--- src/rtl/cpu_mailbox_ctrl.sv ---
// cpu_mailbox_ctrl
//   Host-side controller for the RISC-V CPU's memory-mapped mailbox.
//   The CPU is held in reset while the argument words and cleared NODE/DONE
//   words are written through the external write port. The CPU is then
//   released and its stores are snooped. NODE writes feed a path FIFO for
//   the navigator. A DONE write of 1, or the run timer expiring, ends the run.
// Ports
//   clk, reset_n                  clock, async active-low reset
//   start, abort                  run control (abort has highest priority)
//   args_in                       NUM_ARGS packed argument words, arg0 in the LSBs
//   cpu_reset                     CPU reset, active-high
//   ext_we/ext_addr/ext_wdata     mailbox write port into the CPU memory
//   cpu_we/cpu_addr/cpu_wdata     snooped CPU store bus
//   path_rd/path_data/path_empty/path_count/path_ovf   path FIFO (FWFT)
//   last_node                     most recent NODE value stored by the CPU
//   busy, done, timeout           status (done/timeout are sticky until start)
module cpu_mailbox_ctrl #(
  parameter int          DATA_W      = 32,
  parameter logic [31:0] BASE_ADDR   = 32'h0200_0000,
  parameter int          NUM_ARGS    = 2,
  parameter int          PATH_DEPTH  = 32,
  parameter int unsigned TIMEOUT_CYC = 1_000_000
) (
  input  logic                         clk,
  input  logic                         reset_n,
  input  logic                         start,
  input  logic                         abort,
  input  logic [NUM_ARGS*DATA_W-1:0]   args_in,
  output logic                         cpu_reset,
  output logic                         ext_we,
  output logic [31:0]                  ext_addr,
  output logic [DATA_W-1:0]            ext_wdata,
  input  logic                         cpu_we,
  input  logic [31:0]                  cpu_addr,
  input  logic [DATA_W-1:0]            cpu_wdata,
  input  logic                         path_rd,
  output logic [DATA_W-1:0]            path_data,
  output logic                         path_empty,
  output logic [$clog2(PATH_DEPTH):0]  path_count,
  output logic                         path_ovf,
  output logic [DATA_W-1:0]            last_node,
  output logic                         busy,
  output logic                         done,
  output logic                         timeout
);

  localparam int          AW        = $clog2(PATH_DEPTH);
  localparam int          CW        = AW + 1;
  localparam int          IW        = $clog2(NUM_ARGS + 2);
  localparam logic [IW-1:0] LAST_IDX = IW'(NUM_ARGS + 1);
  localparam logic [31:0] NODE_ADDR = BASE_ADDR + 32'(4 * NUM_ARGS);
  localparam logic [31:0] DONE_ADDR = NODE_ADDR + 32'd4;
  localparam logic [31:0] TO_LAST   = (TIMEOUT_CYC == 0) ? 32'd0 : 32'(TIMEOUT_CYC - 1);

  typedef enum logic [1:0] {S_IDLE, S_LOAD, S_RUN, S_FINISH} state_t;

  state_t                    r_state;
  logic [IW-1:0]             r_idx;
  logic [31:0]               r_timer;
  logic [NUM_ARGS*DATA_W-1:0] r_args;
  logic [DATA_W-1:0]         r_mem [PATH_DEPTH];
  logic [AW-1:0]             r_wp, r_rp;
  logic [CW-1:0]             r_count;

  logic w_run, w_start, w_node_wr, w_done_wr, w_tmo, w_full, w_pop, w_push;

  // Load-sequence word for slot idx: args first, then the zeroed NODE/DONE words.
  function automatic logic [DATA_W-1:0] f_wdata(input logic [IW-1:0] idx,
                                                 input logic [NUM_ARGS*DATA_W-1:0] args);
    f_wdata = '0;
    for (int i = 0; i < NUM_ARGS; i++)
      if (idx == IW'(i)) f_wdata = args[i*DATA_W +: DATA_W];
  endfunction

  assign w_run     = (r_state == S_RUN);
  assign w_start   = start & ~abort & ((r_state == S_IDLE) | (r_state == S_FINISH));
  assign w_node_wr = w_run & ~abort & cpu_we & (cpu_addr == NODE_ADDR);
  assign w_done_wr = w_run & cpu_we & (cpu_addr == DONE_ADDR) & (cpu_wdata == DATA_W'(1));
  assign w_tmo     = (TIMEOUT_CYC != 0) & w_run & (r_timer == TO_LAST);
  assign w_full    = (r_count == CW'(PATH_DEPTH));
  // A start clears the FIFO, so a pop in that cycle has nothing to act on.
  assign w_pop     = path_rd & (r_count != '0) & ~w_start;
  // Full + pop in the same cycle frees a slot, so the push is accepted.
  assign w_push    = w_node_wr & (~w_full | w_pop);

  assign busy       = (r_state == S_LOAD) | (r_state == S_RUN);
  assign path_data  = r_mem[r_rp];
  assign path_empty = (r_count == '0);
  assign path_count = r_count;

  always_ff @(posedge clk or negedge reset_n) begin
    if (!reset_n) begin
      r_state   <= S_IDLE;
      r_idx     <= '0;
      r_timer   <= '0;
      r_args    <= '0;
      cpu_reset <= 1'b1;
      ext_we    <= 1'b0;
      ext_addr  <= '0;
      ext_wdata <= '0;
      path_ovf  <= 1'b0;
      last_node <= '0;
      done      <= 1'b0;
      timeout   <= 1'b0;
    end else if (abort) begin
      // Flags, FIFO contents and last_node survive an abort.
      r_state   <= S_IDLE;
      cpu_reset <= 1'b1;
      ext_we    <= 1'b0;
      ext_addr  <= '0;
      ext_wdata <= '0;
    end else begin
      case (r_state)
        S_IDLE, S_FINISH: begin
          cpu_reset <= 1'b1;
          if (start) begin
            r_state   <= S_LOAD;
            r_args    <= args_in;
            r_idx     <= '0;
            // First write is presented in the first LOAD cycle.
            ext_we    <= 1'b1;
            ext_addr  <= BASE_ADDR;
            ext_wdata <= f_wdata('0, args_in);
            path_ovf  <= 1'b0;
            last_node <= '0;
            done      <= 1'b0;
            timeout   <= 1'b0;
          end
        end
        S_LOAD: begin
          if (r_idx == LAST_IDX) begin
            r_state   <= S_RUN;
            r_timer   <= '0;
            cpu_reset <= 1'b0;
            ext_we    <= 1'b0;
            ext_addr  <= '0;
            ext_wdata <= '0;
          end else begin
            r_idx     <= r_idx + IW'(1);
            ext_addr  <= BASE_ADDR + (32'(r_idx + IW'(1)) << 2);
            ext_wdata <= f_wdata(r_idx + IW'(1), r_args);
          end
        end
        S_RUN: begin
          r_timer <= r_timer + 32'd1;
          if (w_node_wr) begin
            last_node <= cpu_wdata;
            if (w_full && !w_pop) path_ovf <= 1'b1;
          end
          // DONE outranks a coincident timeout.
          if (w_done_wr) begin
            done      <= 1'b1;
            cpu_reset <= 1'b1;
            r_state   <= S_FINISH;
          end else if (w_tmo) begin
            timeout   <= 1'b1;
            cpu_reset <= 1'b1;
            r_state   <= S_FINISH;
          end
        end
        default: r_state <= S_IDLE;
      endcase
    end
  end

  always_ff @(posedge clk or negedge reset_n) begin
    if (!reset_n) begin
      r_wp    <= '0;
      r_rp    <= '0;
      r_count <= '0;
    end else if (w_start) begin
      r_wp    <= '0;
      r_rp    <= '0;
      r_count <= '0;
    end else begin
      if (w_push) r_wp <= r_wp + AW'(1);
      if (w_pop)  r_rp <= r_rp + AW'(1);
      if (w_push && !w_pop)      r_count <= r_count + CW'(1);
      else if (w_pop && !w_push) r_count <= r_count - CW'(1);
    end
  end

  always_ff @(posedge clk) begin
    if (w_push) r_mem[r_wp] <= cpu_wdata;
  end

endmodule

--- config.mk ---
export PLATFORM = sky130hd
export DESIGN_NAME = cpu_mailbox_ctrl
export DESIGN_NICKNAME = d
export VERILOG_FILES = /design/src/rtl/cpu_mailbox_ctrl.sv
export SDC_FILE = /design/constraint.sdc
export NUM_CORES = 1
export LEC_CHECK = 0
export ABC_CLOCK_PERIOD_IN_PS = 4500
export CORE_ASPECT_RATIO = 1.75
export CORE_MARGIN = 2
export CORE_UTILIZATION = 40
export CTS_CLUSTER_SIZE = 12
export DETAILED_ROUTE_END_ITERATION = 16
export HOLD_SLACK_MARGIN = 0.02
export PLACE_DENSITY_LB_ADDON = 0.25
export SETUP_SLACK_MARGIN = 0.05
export SYNTH_ARGS = -nofsm -noshare
export SYNTH_HDL_FRONTEND = slang
export SYNTH_SLANG_ARGS = --single-unit
--- constraint.sdc ---
create_clock -name clk -period 4.5 [get_ports clk]
set_input_delay 0.45 -clock clk [delete_from_list [all_inputs] [get_ports clk]]
set_output_delay 0.45 -clock clk [all_outputs]
set_load 0.1 [all_outputs]
# After elaboration in Yosys (flattened, before gate mapping)
# Memories as Yosys holds them, arrays and structs flattened.
# Cells that the tools add are included.
[word_totals] wordCells=140 output_inout_bits=141 mem_count=1 in_bits=134 regBits=217 mem_bits_rw=1024
[memory_table] name="r_mem" depth=32 width=32 rd=1 rd_ports_with_merged_regs=0 wr=1 line="61" rtl="logic [DATA_W-1:0] r_mem [PATH_DEPTH];"
[op_classes] addsub=8 n_eq_ne=21 muxes=49 bitwise=18 reduce_logical=28
[op_table] op="2-to-1 mux 32 bit" count=10
[op_table] op="one-hot mux 32 bit (2 select lines)" count=4
[op_table] op="equality test 32 x 26 -> 1 bit, second input constant" count=2
[op_table] op="adder 32 x 1 -> 32 bit, second input constant" count=1
[op_table] op="equality test 32 x 1 -> 1 bit, second input constant" count=1
[op_table] op="equality test 32 x 20 -> 1 bit, second input constant" count=1
[op_table] op="adder 26 x 5 -> 27 bit, first input constant" count=1
[op_table] op="2-to-1 mux 27 bit" count=1
[op_table] op="2-to-1 mux 5 bit" count=4
[op_table] op="2-to-1 mux 6 bit" count=3
[op_table] op="2-to-1 mux 2 bit" count=7
[op_table] op="2-to-1 mux 1 bit" count=13
[op_table] op="bitwise AND 1 bit" count=12
[op_table] op="AND reduction 3 bit" count=4
[op_table] op="AND reduction 4 bit" count=3
[op_table] op="adder 5 x 1 -> 5 bit, second input constant" count=2
[op_table] op="!= test 2 x 1 -> 1 bit, second input constant" count=5
[op_table] op="AND reduction 5 bit" count=2
[op_table] op="nonzero test 2 bit" count=5
[op_table] op="one-hot mux 1 bit (2 select lines)" count=4
[op_table] op="adder 6 x 1 -> 6 bit, second input constant" count=1
[op_table] op="equality test 2 bit, second input constant" count=3
[op_table] op="equality test 6 bit, second input constant" count=1
[op_table] op="zero test 6 bit" count=1
[op_table] op="other kinds (20)" count=33

# Depth between registers and ports, before layout
# Gate-level depths: netlist of the first run.
[logic_depth] ltp_word=12 ltp_mapped=15 ltp_nobuf=15

# Least setup slack after synthesis of the first run
# OpenSTA, ideal clock, no wires.
[synth_timing] path_type="reg-to-reg" start="register r_count[0], in the netlist path_count[0]" end="register r_count[5], in the netlist path_count[5]" t_required_ps=4420 slack_ps=-30 synth_period_minus_slack_ps=4530 setup_time_ps=80 arrival_ps=4450 stages_incl_launch_ff=11 path_cell_list="dfrtp_1 -> or4_4 -> nor3_2 -> nand2b_1 -> o21ai_0 -> ha_1 -> a211oi_1 -> o21bai_1 -> a21o_1 -> a31oi_1 -> mux2i_1"
[synth_between] elab_chain_cells=8
[synth_rtl] element="from (decl)" line="63" rtl="logic [CW-1:0] r_count;"
[synth_rtl] element="from (signal assigned)" line="178" rtl="if (w_push && !w_pop) r_count <= r_count + CW'(1);"
[synth_rtl] element="from (signal assigned)" line="179" rtl="else if (w_pop && !w_push) r_count <= r_count - CW'(1);"
[synth_rtl] element="nonzero test 6 bit" line="82" rtl="assign w_pop = path_rd & (r_count != '0) & ~w_start;"
[synth_rtl] element="bitwise AND 1 bit (2 in series)" line="82"
[synth_rtl] element="OR 1 bit" line="84" rtl="assign w_push = w_node_wr & (~w_full | w_pop);"
[synth_rtl] element="bitwise AND 1 bit" line="84"
[synth_rtl] element="logical AND 1 bit / zero test 1 bit (equally long branches)" line="178, 179"
[synth_rtl] element="2-to-1 mux 6 bit / logical AND 1 bit (equally long branches)" line="178, 179"
[synth_rtl] element="2-to-1 mux 6 bit / nonzero test 3 bit (equally long branches)"
# Several ways; a longest one is shown, not always the timed one. The select of a mux whose other input is x is not followed.
# A chain may end at the register's enable or synchronous reset.

# Final worst setup path of the first run
[layout_timing] start="register r_rp[0]" end="output path_data[5]"
[layout_between] elab_chain_cells=1
[layout_rtl] element="from (decl)" line="62" rtl="logic [AW-1:0] r_wp, r_rp;"
[layout_rtl] element="from (signal assigned)" line="177" rtl="if (w_pop) r_rp <= r_rp + AW'(1);"
[layout_rtl] element="memory read (32 x 32 bit)"
[layout_rtl] element="to (decl)" line="37" rtl="output logic [DATA_W-1:0] path_data,"
# Every way passes these cells.

==> results of run 1 <==
## power breakdown
part | switching [mW] | leakage, nW | internal (mW)
clock | 4.07 | 1.56 | 4.73
sequential | 0.646 | 11.7 | 12.8
combinational | 8.48 | 5.40 | 4.41
## state kept, by name, indices dropped and copies added (netlist names), 2 cells and up
register	count
ext_addr	3
r_idx	2
ext_wdata	32
path_count	6
r_args	64
r_rp	5
r_wp	5
r_mem	1024
last_node	32
r_state	2
r_timer	32
## per-layer routing
layer  GRT usage  part of all wire
met1       0.259              0.37
met2       0.401              0.54
met3      0.0366             0.056
met4      0.0762             0.032
met5           0          0.000091
## worst max-delay path, delay by kind of cell (launching register included)
| family | cells | cell delay (ps) |
|---|---|---|
| muxes | 3 | 1430 |
| buffers and inverters | 3 | 820 |
| DFF | 1 | 620 |
## cell type report
type / instances / area, um^2
fill: 9967 / 62900
sequential: 1212 / 35500
multi-input combinational: 1167 / 12000
timing repair buffer: 372 / 3810
clock buffer: 177 / 3120
tap: 1530 / 1910
clock inverter: 9 / 130
inverter: 13 / 48.8
antenna: 3 / 7.51
## worst max path at each step
stage / start / to / slack (ps) / depth (start not counted)
after floorplan: path_count[0] / path_count[5] / 420 / 10
after global placement: cpu_addr[9] / r_mem[14][15] / 540 / 8
after detailed placement: cpu_addr[1] / r_mem[14][11] / 540 / 8
after CTS: r_rp[0] / path_data[5] / 340 / 6
after global routing: r_rp[0] / path_data[5] / 300 / 6
final: r_rp[0] / path_data[5] / 430 / 6
## through the flow
step	cells	utilization	hold slack, ps	setup slack [ps]
2_1_floorplan	2554	-	154	423
3_3_place_gp	4293	0.446	458	536
3_5_place_dp	4293	0.446	465	541
4_1_cts	4480	0.473	191	336
5_1_grt	4481	0.473	226	301
6_report	4483	0.473	257	429
## cell families after synthesis
family                     after synthesis  share of synthesized area
and+or+nand+nor                        552                     0.0497
AOI/OAI and AO/OA                      174                     0.0209
muxes                                  358                      0.159
adders and majority gates               16                    0.00434
DFF                                   1212                      0.740
other                                    1                  0.0000783
buffers and inverters                  175                     0.0186
xor gates and xnor gates                38                    0.00695
## placed cells by master, fill, tap and decap left out, drive strengths merged, types with 29 or more instances in the layout
cell / count
edfxtp: 1024
dfrtp: 187
nand2: 324
buf: 158
clkbuf: 178
a22oi: 32
o21ai: 86
a21oi: 39
mux4: 320
conb: 29
nor2: 118
mux2: 33
clkdlybuf4s50: 212
## repair_timing
| item | 4_1_cts | 5_1_grt |
|---|---|---|
| setup buffers | 0 | 0 |
| hold buffers | 1 | 0 |
| hold endpoints to repair | 119 | 0 |
==> metrics.md, run 1 <==
| Metric | Value |
|---|---|
| Starting density of the core | `0.401` |
| Synthesized flop and latch total | `~1,200` |
| NumNets Final | `a little over 3,000` |
| Die W | `266 um` |
| First-pass GRT wire length | `191,000 um` |
| Total CTS buffers | `113` |
| CP Launch Type | `flop` |
| WL per Instance | `a little under 30 um` |
| Max-slew violation count | `0` |
| R2R depth | `10` |
| Total congestion overflow | `0` |
| CP max stage delay | `about 620 ps` |
| CP Cell Sequence | `buf_12 > buf_4 > mux4_2 > mux4_2 > mux2_2 > buf_4` |
| Clock transition at path regs | `approximately 60 ps` |
| Reg2reg start | `path_count[0]` |
| Post-DP HPWL | `80,900 um` |
| Synth-to-Final Area Change | `17.8%` |
| Share of the synthesized area in the top cell type | `0.642` |
| Worst-path maximum fanout | `17` |
| Status | `finished, final reports clean` |
| Most common cell in the netlist | `edfxtp_1` |
| Vias after detailed routing | `25,300` |
| Reg-to-reg slack, setup | `between 1000 and 1500 ps` |
| Gpl congestion | `between 0.8 and 0.9` |
| Largest net degree at the start of global routing | `122` |
| FP Rows | `168` |
| Port buffer count | `between 200 and 250` |
| # DRC | `0` |
| Setup_tns | `0 ps` |
| CP required | `between 4000 and 5000 ps` |
| Syn avg cell area | `19.0 um^2` |
| Hold path endpoint | `r_args[50]` |
| Post-Syn Instances | `around 2,500` |
| Seq/Total Area, Yosys | `0.740` |
| Clock network latency to the later pin of the worst-skew pair | `740 ps` |
| Post-synth cell types | `54` |
| Number of synthesized flops with an enable pin | `between 1,000 and 1,500` |
| Power Total | `~35 mW` |
| Area of the mapped netlist | `approximately 48,000 um^2` |
| Die Height | `around 460 um` |
| Hold Crit Start | `args_in[50]` |
| Root Buffer | `clkbuf_16` |
| Die area | `123,000 um^2` |
| Area leader, netlist | `edfxtp_1` |
| RSZ-0062 raised after global routing | `false` |
| Fin crit share | `0.905` |
| Fmax | `246 MHz` |
| Setup crit end kind | `output pin` |
| Synth area leaders | `edfxtp_1 64%, mux4_2 15%, dfrtp_1 9.8%` |
| Post-synth top cells | `1,024 x edfxtp_1, 324 x nand2_1, 320 x mux4_2` |
| Yosys Warn Count | `0` |
| Clock Sinks | `1,212` |
| Drt via density | `5.65` |
| Post-place instance area | `53,200 um^2` |
| CTS H-tree depth | `3` |
| Setup CP Type | `flop to output pin` |
| Final WL | `~130,000 um` |
| Slew HR | `0.117` |
| Vias in the first global route | `around 27,000` |
| # setup viols final | `0` |
| # IOs | `about 280` |
| Initial antenna violation count | `2` |
| Post-route cell area | `approximately 56,000 um^2` |
| PD cells | `slightly above 600 nW/um^2` |
| Layout cells sized above 1 | `0.235` |
| RR Endpoint | `path_count[5]` |
| Worst EP arrival | `between 3000 and 4000 ps` |
| Tot GR Track Use | `0.219` |
| Worst-margin pin slew | `between 1000 and 1500 ps` |
| Post-CTS sizing | `0` |
| TritonCTS clock tree | `done` |
| Endpoints failing hold | `0` |
| Final period demand of the worst path | `4070 ps` |
| Final ANT Viol Nets | `0` |
| Max-cap violations | `0` |
| Min-Delay Path Class | `primary input to flop` |
| Leakage | `18.6 nW` |
| Final Skew | `36.8 ps` |
| Initial drt markers | `1,893` |
| Hold path depth | `3` |
| FFs w/ async S/R, synth | `0.155` |
| IR drop worst, VDD | `about 0.75 mV` |
| Critical-path top delay cell | `dfrtp_4` |
| Max clock buf depth | `3` |
| Drt first pass iters | `7` |
| Prevailing post-synth register cell | `edfxtp_1` |
| Core box area | `roughly 120,000 um^2` |
(Power assumes the default switching activity.)
==> inputs of run 2 (changes only) <==
CORE_MARGIN = not set   (was 2)
MAX_ROUTING_LAYER = met4   (was not set)
==> run 2 against run 1 <==
Global-route usage increased by 1.2 points. Via count is 0.62% lower. Routed wire length grew 1.1%. Cell count shrank 0.27%. Critical path type unchanged. Count of clock-buffer cells in the layout fell by 15. Cell area is essentially flat. Sequential cell count did not move. Die area fell by 1.2%. Clock power grew 1%.
==> metrics.md, run 2 (same netlist as run 1, synthesis figures left out) <==
| Metric | Value |
|---|---|
| # DRC | `0 (unchanged)` |
| Largest net degree at the start of global routing | `106 (-13%)` |
| Slew HR | `0.257 (+0.141)` |
| Hold-fix buffers at CTS | `1 (unchanged)` |
| Core box area | `118,000 um^2 (-0.77%)` |
| Gpl congestion | `0.868 (+6.6%)` |
| Status | `finished, final reports clean` |
| Final ANT Viol Nets | `0 (unchanged)` |
| Fmax | `240 MHz (-2.3%)` |
| Worst-path maximum fanout | `18 (+1)` |
| Layout cells sized above 1 | `0.240 (+0.00491)` |
| Vias in the first global route | `26,900 (-1.1%)` |
| NumNets Final | `3,039 (+0.33%)` |
| Drt first pass iters | `5 (-2)` |
| Reg-to-reg slack, setup | `870 ps (-170 ps)` |
| Initial drt markers | `2,128 (+12%)` |
| Endpoints failing hold | `0 (unchanged)` |
| Starting density of the core | `0.404 (+0.00311)` |
| Most common cell after layout, fill and taps aside | `edfxtp_1` |
| Worst EP arrival | `3720 ps (+100 ps)` |
| CTS H-tree depth | `3 (unchanged)` |
| Crit. Startpoint | `r_rp[0]` |
| Crit path capture | `path_data[21]` |
| Setup bufs post-CTS | `0 (unchanged)` |
| Reg2reg start | `path_count[0]` |
| # setup viols final | `0 (unchanged)` |
| Leakage | `18.7 nW (+0.27%)` |
| Final period demand of the worst path | `4170 ps (+95.6 ps)` |
| Port buffer count | `245 (unchanged)` |
| R2R depth | `10 (unchanged)` |
| Max-slew violation count | `0 (unchanged)` |
| TritonCTS clock tree | `done` |
| # IOs | `275 (unchanged)` |
| Setup crit end kind | `output pin` |
| Max-cap violations | `0 (unchanged)` |
| Min-Delay Path Class | `primary input to flop` |
| RR Endpoint | `path_count[5]` |
| Post-DP HPWL | `85,300 um (+5.4%)` |
| Initial antenna violation count | `2 (unchanged)` |
| PD cells | `625 nW/um^2 (+0.39%)` |
| Commonest cells after routing, fill and taps aside | `1,024 x edfxtp_1, 324 x nand2_1, 320 x mux4_2` |
| Biggest regs | `r_mem: 1024 flops, r_args: 64 flops` |
| Biggest register | `r_mem` |
| Die Height | `460 um (-0.43%)` |
| Seq. cell area | `35,500 um^2 (unchanged)` |
| Max FFs per register | `1,024 (unchanged)` |
| Final Skew | `44.1 ps (+7.37 ps)` |
| Power Total | `35.3 mW (+0.42%)` |
| Clock network latency to the later pin of the worst-skew pair | `740 ps (about the same)` |
| Worst-margin pin slew | `1110 ps (-212 ps)` |
| Multi-input logic area | `12,000 um^2 (about the same)` |
| First-pass GRT wire length | `193,000 um (+0.71%)` |
| WL per Instance | `30.0 um (+1.4%)` |
| Tot GR Track Use | `0.231 (+0.0119)` |
| Total CTS buffers | `114 (+0.88%)` |
| Fillers | `9,686 (-2.8%)` |
| Clock transition at path regs | `60 ps (about the same)` |
| FP Rows | `167 (-0.60%)` |
| Setup CP Type | `flop to output pin` |
| Synth-to-Final Area Change | `17.9% (about the same)` |
| Clock Sinks | `1,212 (unchanged)` |
| Die W | `264 um (-0.75%)` |
| Total congestion overflow | `0 (unchanged)` |
| IR drop worst, VDD | `0.693 mV (-6.9%)` |
| Post-CTS sizing | `0 (unchanged)` |
| CP required | `4050 ps (about the same)` |
| Drt via density | `5.63 (-0.35%)` |
| CP Launch Type | `flop` |
| Vias after detailed routing | `25,200 (-0.62%)` |
| Fin crit share | `0.926 (+0.0212)` |
| Setup_tns | `0 ps (unchanged)` |
| RSZ-0062 raised after global routing | `false` |
| Max clock buf depth | `3 (unchanged)` |
| Hold_ws | `237 ps (-19.8 ps)` |
| Root Buffer | `clkbuf_16` |
| Die area | `121,000 um^2 (-1.2%)` |
| Final WL | `134,000 um (+1.1%)` |
## run 2: cell count changes in the layout (fill, tap and decap cells not counted), moves of 2 or more
cell             previous run  this run
inv_16                      3         1
buf_4                     120       136
bufinv_16                   0         2
clkbuf_1                   60        44
buf_12                     38        33
clkdlybuf4s50_1           212       210
clkinv_8                    1         3
## run 2: cell type report
cell class / instances / area share
sequential: 1212 / 0.628
multi-input combinational: 1167 / 0.212
inverter: 13 / 0.000864
timing repair buffer: 381 / 0.0674
clock buffer: 162 / 0.0546
tap: 1521 / 0.0337
clock inverter: 13 / 0.00350
antenna: 2 / 0.0000886
## run 2: worst max-delay path, stage by stage, from the launching register on
cell and delay (ps):
dfrtp_4 660, buf_12 260, buf_4 340, mux4_2 600, mux4_2 470, mux2_2 350, buf_4 260
## run 2: how the worst min path moves through the flow
stage | from | end | slack, ps | cells past startpoint
finish | args_in[57] | r_args[57] | 240 | 3
global route | args_in[57] | r_args[57] | 230 | 3
CTS | args_in[57] | r_args[57] | 190 | 3
detailed placement | r_args[1] | r_args[1] | 460 | 2
global placement | r_args[3] | r_args[3] | 460 | 2
floorplan | reset_n | done | 150 | 0
## run 2: power breakdown
part | total [mW] | switching [mW] | internal, mW | leakage, nW
clock network | 8.93 | 4.10 | 4.83 | 1.58
logic | 13.0 | 8.65 | 4.32 | 5.43
registers | 13.4 | 0.586 | 12.8 | 11.7
## run 2: per-layer routing
metal  GRT usage  routed length [um]
met1       0.256               48200
met2       0.417               73700
met3      0.0372                7770
met4      0.0791                4250
met5           -                   0
## run 2: through the flow
step                      std cells  utilization  cell area (um^2)  setup WS (ps)
after floorplan                2554            -             48000            423
after global placement         4293        0.449             53200            208
after detailed placement       4293        0.449             53200            310
after CTS                      4469        0.477             56500            215
after global routing           4471        0.477             56500            224
final                          4471        0.477             56500            334
